$ cat config.mk
export PLATFORM = sky130hd
export DESIGN_NAME = pipeline_stall_ctrl
export DESIGN_NICKNAME = d
export VERILOG_FILES = /design/src/rtl/pipeline_ctrl_pkg.sv /design/src/rtl/pipeline_stall_ctrl_sat.sv /design/src/rtl/pipeline_stall_ctrl.sv
export SDC_FILE = /design/constraint.sdc
export NUM_CORES = 1
export LEC_CHECK = 0
export ABC_AREA = 1
export CAP_MARGIN = 40
export CORE_UTILIZATION = 55
export CTS_CLUSTER_DIAMETER = 40
export DETAILED_ROUTE_END_ITERATION = 16
export PLACE_DENSITY = 0.85
export SLEW_MARGIN = 20
export SYNTH_ARGS = -nofsm -noshare
export SYNTH_HDL_FRONTEND = slang
export SYNTH_HIERARCHICAL = 1
export SYNTH_SLANG_ARGS = --single-unit
$ cat constraint.sdc
create_clock -name clk -period 3.3 [get_ports clk]
set_input_delay 0.33 -clock clk [delete_from_list [all_inputs] [get_ports clk]]
set_output_delay 0.33 -clock clk [all_outputs]
set_load 0.01 [all_outputs]
$ cat src/rtl/pipeline_ctrl_pkg.sv
// Shared control definitions for the ID-stage hazard and stall logic.
package pipeline_ctrl_pkg;

    // Stall sequencer states; ST_FLUSH_WAIT is a reserved encoding only.
    typedef enum logic [1:0] {
        ST_RUN        = 2'd0,
        ST_STALL1     = 2'd1,
        ST_FLUSH_WAIT = 2'd2
    } ctrl_state_t;

    // Major opcodes decoded by the hazard detector.
    localparam logic [6:0] OP_B    = 7'b1100011;
    localparam logic [6:0] OP_LOAD = 7'b0000011;
    localparam logic [6:0] OP_JAL  = 7'b1101111;
    localparam logic [6:0] OP_JALR = 7'b1100111;

endpackage

$ cat src/rtl/pipeline_stall_ctrl_sat.sv
// Saturating up-counter with synchronous clear; holds at all-ones.
module sat_counter #(
    parameter int W = 3
) (
    input  logic         clk,
    input  logic         clr,
    input  logic         inc,
    output logic [W-1:0] cnt
);

    // Clear wins over increment; increment stops at the all-ones value.
    always_ff @(posedge clk) begin
        if (clr)
            cnt <= '0;
        else if (inc && (cnt != {W{1'b1}}))
            cnt <= cnt + W'(1);
    end

endmodule

$ cat src/rtl/pipeline_stall_ctrl.sv
// Stall/flush sequencer for the 5-stage core: turns hazard and mispredict
// indications into PC/IF-ID enables, the ID-EX bubble and the IF-ID flush.
module pipeline_stall_ctrl
    import pipeline_ctrl_pkg::*;
#(
    parameter int CNT_W  = 32,
    parameter int WARM_W = 3
) (
    input  logic              clk,
    input  logic              rst,
    input  logic              load_stall,
    input  logic [1:0]        br_stall,
    input  logic              mispredict,
    output logic              pc_en,
    output logic              ifid_en,
    output logic              idex_bubble,
    output logic              ifid_flush,
    output logic [WARM_W-1:0] warmup_cnt,
    output logic              busy,
    output logic [CNT_W-1:0]  stall_cycles,
    output logic [CNT_W-1:0]  flush_count
);

    ctrl_state_t state_q;
    ctrl_state_t state_d;

    // State register; reset abandons any owed stall cycle.
    always_ff @(posedge clk) begin
        if (rst)
            state_q <= ST_RUN;
        else
            state_q <= state_d;
    end

    // Next state and control outputs; mispredict outranks every stall.
    always_comb begin
        state_d     = state_q;
        pc_en       = 1'b1;
        ifid_en     = 1'b1;
        idex_bubble = 1'b0;
        ifid_flush  = 1'b0;
        busy        = 1'b0;
        if (rst) begin
            state_d = ST_RUN;
        end else if (mispredict) begin
            ifid_en     = 1'b0;
            ifid_flush  = 1'b1;
            idex_bubble = 1'b1;
            busy        = (state_q != ST_RUN);
            state_d     = ST_RUN;
        end else begin
            busy = (state_q != ST_RUN);
            case (state_q)
                ST_RUN: begin
                    if (br_stall[1]) begin
                        pc_en       = 1'b0;
                        ifid_en     = 1'b0;
                        idex_bubble = 1'b1;
                        state_d     = ST_STALL1;
                    end else if (load_stall || br_stall[0]) begin
                        pc_en       = 1'b0;
                        ifid_en     = 1'b0;
                        idex_bubble = 1'b1;
                    end
                end
                ST_STALL1: begin
                    pc_en       = 1'b0;
                    ifid_en     = 1'b0;
                    idex_bubble = 1'b1;
                    state_d     = ST_RUN;
                end
                default: begin
                    state_d = ST_RUN;
                end
            endcase
        end
    end

    // Cycles since reset or last redirect, gating the hazard detector.
    sat_counter #(.W(WARM_W)) u_warmup (
        .clk (clk),
        .clr (rst | mispredict),
        .inc (1'b1),
        .cnt (warmup_cnt)
    );

    // Wrapping performance counters; a reset cycle never counts.
    always_ff @(posedge clk) begin
        if (rst) begin
            stall_cycles <= '0;
            flush_count  <= '0;
        end else begin
            if (!pc_en)
                stall_cycles <= stall_cycles + CNT_W'(1);
            if (mispredict)
                flush_count <= flush_count + CNT_W'(1);
        end
    end

endmodule

==> flow_metrics.env <==
export IMPL_power_total_mw=1.49
export IMPL_dr_pass1_iters=5
export IMPL_syn_area_um2=3670
export IMPL_cts_hold_buf=0
export IMPL_min_path_type="reg -> reg"
export IMPL_cts_buffers=9
export IMPL_io_pins=78
export IMPL_worstSetupStartpointType="input port"
export IMPL_areaGrowthSynthToFinish_pct=27.3
export IMPL_max_cap_violations=0
export IMPL_rsz0062_at_grt="no"
export IMPL_synth_warnings=6
export IMPL_synth_top_cells_by_area="dfxtp_1 (37%), nand2_1 (13%), nor2_1 (12%), inv_1 (8.0%), nand3_1 (6.1%)"
export IMPL_fin_crit_ns=2.34
export IMPL_end_kind="output pin"
export IMPL_via_count=3897
export IMPL_r2r_cells=9
export IMPL_worst_pin_slew_ns=0.569
export IMPL_synth_top_area_share_pct=37.1
export IMPL_vdd_ir_drop_max_v=0.000226
export IMPL_die_h_um=83.7
export IMPL_cts_sinks=68
export IMPL_fmax_mhz=426
export IMPL_grt_pass1_wl_mm=16.0
export IMPL_grt_usage_pct=27.8
export IMPL_cts_resized=0
export IMPL_die_x_um=83.7
export IMPL_fp_coreArea_um2=6390
export IMPL_ys_seq_area_share_pct=37.1
export IMPL_async_flop_share_pct=0
export IMPL_hpwl_mm=7.07
export IMPL_place_ws_ns=0.948
export IMPL_wl_per_cell_um=12.7
export IMPL_n_antenna_cell=0
export IMPL_hold_viol=0
export IMPL_gr_total_overflow=0
export IMPL_tritoncts="done"
export IMPL_fillers=541
export IMPL_layout_drive_gt1_share_pct=5.77
export IMPL_holdPathStages=1
export IMPL_routabilityCongestion=0.939
export IMPL_synth_area_per_cell_um2=6.44
export IMPL_setup_slack_ns=0.955
export IMPL_fin_nets=665
export IMPL_drt_wl_total_mm=9.31
export IMPL_drc=0
export IMPL_port_buffers=77
export IMPL_drtIter0Drc=213
export IMPL_fin_util_pct=73.2
export IMPL_crit_top_cell="clkdlybuf4s50_1"
export IMPL_start_util_pct=57.5
export IMPL_rows=29
export IMPL_cts_setup_buffers=0
export IMPL_h_tree_depth=3
export IMPL_cp_data_required_time_ns=2.97
export IMPL_finalClockSkew_ns=0.00970
export IMPL_finalCritPeriodShare_pct=71.1
export IMPL_setup_violations=0
export IMPL_cp_max_fo=8
export IMPL_ys_seq_elements=68
export IMPL_cp_arrival_ns=2.01
export IMPL_finalSetupTns_ns=0
export IMPL_synth_edf_count=0
export IMPL_status="complete, no violations"
export IMPL_grt_pass1_vias=3651
export IMPL_relSlewSlack_pct=62.0
export IMPL_crit_chain="clkdlybuf4s50_1, inv_2, nor2_1, clkdlybuf4s50_1"
export IMPL_viasPerCell=5.29
export IMPL_power_per_cell_area_nw_per_um2=318
export IMPL_grt_max_degree=42
export IMPL_cts_clk_slew_worst_paths_ns=0.07
export IMPL_synthFlopType="dfxtp_1"
export IMPL_crit_type="in -> out"
export IMPL_p_leak_nw=1.83
export IMPL_cts_root_buf="clkbuf_8"
export IMPL_clkLatencyLatePin_ns=0.34
export IMPL_slowest_stage="clkdlybuf4s50_1"
export IMPL_antenna_found_initial=0
export IMPL_postRouteAntennaNets=0
export IMPL_slew_violations=0
export IMPL_synth_top_area_cell="dfxtp_1"
export IMPL_dieArea_um2=7000
export IMPL_syn_inst=570
export IMPL_slowest_delay_ns=0.73
export IMPL_clk_path_buf_depth=2
export IMPL_synth_cell_type_count=37
metrics by stage:
stage          hold slack, ns  cells  area [µm²]
4_1_cts                 0.461    736        4670
3_3_place_gp            0.439    721        4520
6_report                0.455    736        4670
2_1_floorplan           0.421    573        3680
5_1_grt                 0.488    736        4670
3_5_place_dp            0.451    721        4520
routing by layer:
layer / track usage, % / wire length, µm / share of wire [%]
met2: 48.4 / 4420 / 47
met5: 0 / 0 / 0
met4: 12.6 / 174 / 1.9
met3: 4.25 / 583 / 6.3
met1: 33.7 / 4140 / 44
cells in the mapped netlist (3+ instances only):
| cell | instances |
|---|---|
| o21ai_0 | 18 |
| nor3_1 | 9 |
| a31oi_1 | 4 |
| a21oi_1 | 18 |
| nand4_1 | 17 |
| nand2_2 | 3 |
| xor2_1 | 8 |
| dfxtp_1 | 68 |
| inv_2 | 3 |
| nor2_2 | 6 |
| nand2_1 | 130 |
| nand3_1 | 45 |
| nor2_1 | 119 |
| nor3_2 | 3 |
| inv_1 | 78 |
| clkbuf_1 | 4 |
| ha_1 | 4 |
| nor2_4 | 4 |
| and3_1 | 3 |
| xnor2_1 | 5 |
state kept, by name, indices dropped and copies added, names as in the netlist:
name and flops:
flush_count 32, stall_cycles 32, u_warmup/cnt 3, state_q 1
worst max-delay path, delay by kind of cell:
family,cells,cell delay [ns]
buffers and inverters,3,1.46
and+or+nand+nor,1,0.21
final cells by class:
class	instances	area (µm²)	area share, %
clock buffer	12	135	2.89
multi-input combinational	414	1960	42.0
inverter	82	309	6.61
timing repair buffer	80	793	17.0
clock inverter	3	15.0	0.321
sequential	68	1360	29.1
tap	77	96.3	2.06
final timing paths:
check / to / slack, ns / from
worst min-delay path: state_q[0] / 0.46 / state_q[0]
worst min register to register: state_q[0] / 0.46 / state_q[0]
worst max-delay path: ifid_flush / 0.96 / mispredict
worst max register to register: flush_count[18] / 1.50 / flush_count[0]
placed cells by master, fill, tap and decap left out, drive strengths merged, types with 2 or more instances in the layout:
cell and n:
o21ai 20, xnor2 5, clkbuf 12, nor2 129, nand3 45, a21oi 18, clkinv 4, nor3b 3
ha 4, and3 3, inv 81, dfxtp 68, nor3 13, buf 3, o21bai 2, conb 4
xor2 8, clkdlybuf4s50 77, nand2 134, a31oi 4, nand4 17
logic make-up (layout without fill, tap and decap cells):
family / after synthesis / count (layout) / share of synthesized area, %
DFF: 68 / 68 / 37.1
other: 1 / 4 / 0.102
adders and majority gates: 4 / 4 / 1.36
buffers and inverters: 91 / 177 / 9.72
and+or+nand+nor: 347 / 347 / 41.9
AOI/OAI and AO/OA: 46 / 46 / 6.72
xor gates and xnor gates: 13 / 13 / 3.10
where the power goes:
group | leakage, nW | internal (mW) | total (mW) | switching [mW]
clock | 0.0800 | 0.266 | 0.568 | 0.303
sequential | 0.549 | 0.827 | 0.834 | 0.00725
combinational | 1.20 | 0.0367 | 0.0845 | 0.0477
total | 1.83 | 1.13 | 1.49 | 0.357
Power figures use the tool's default switching activity.
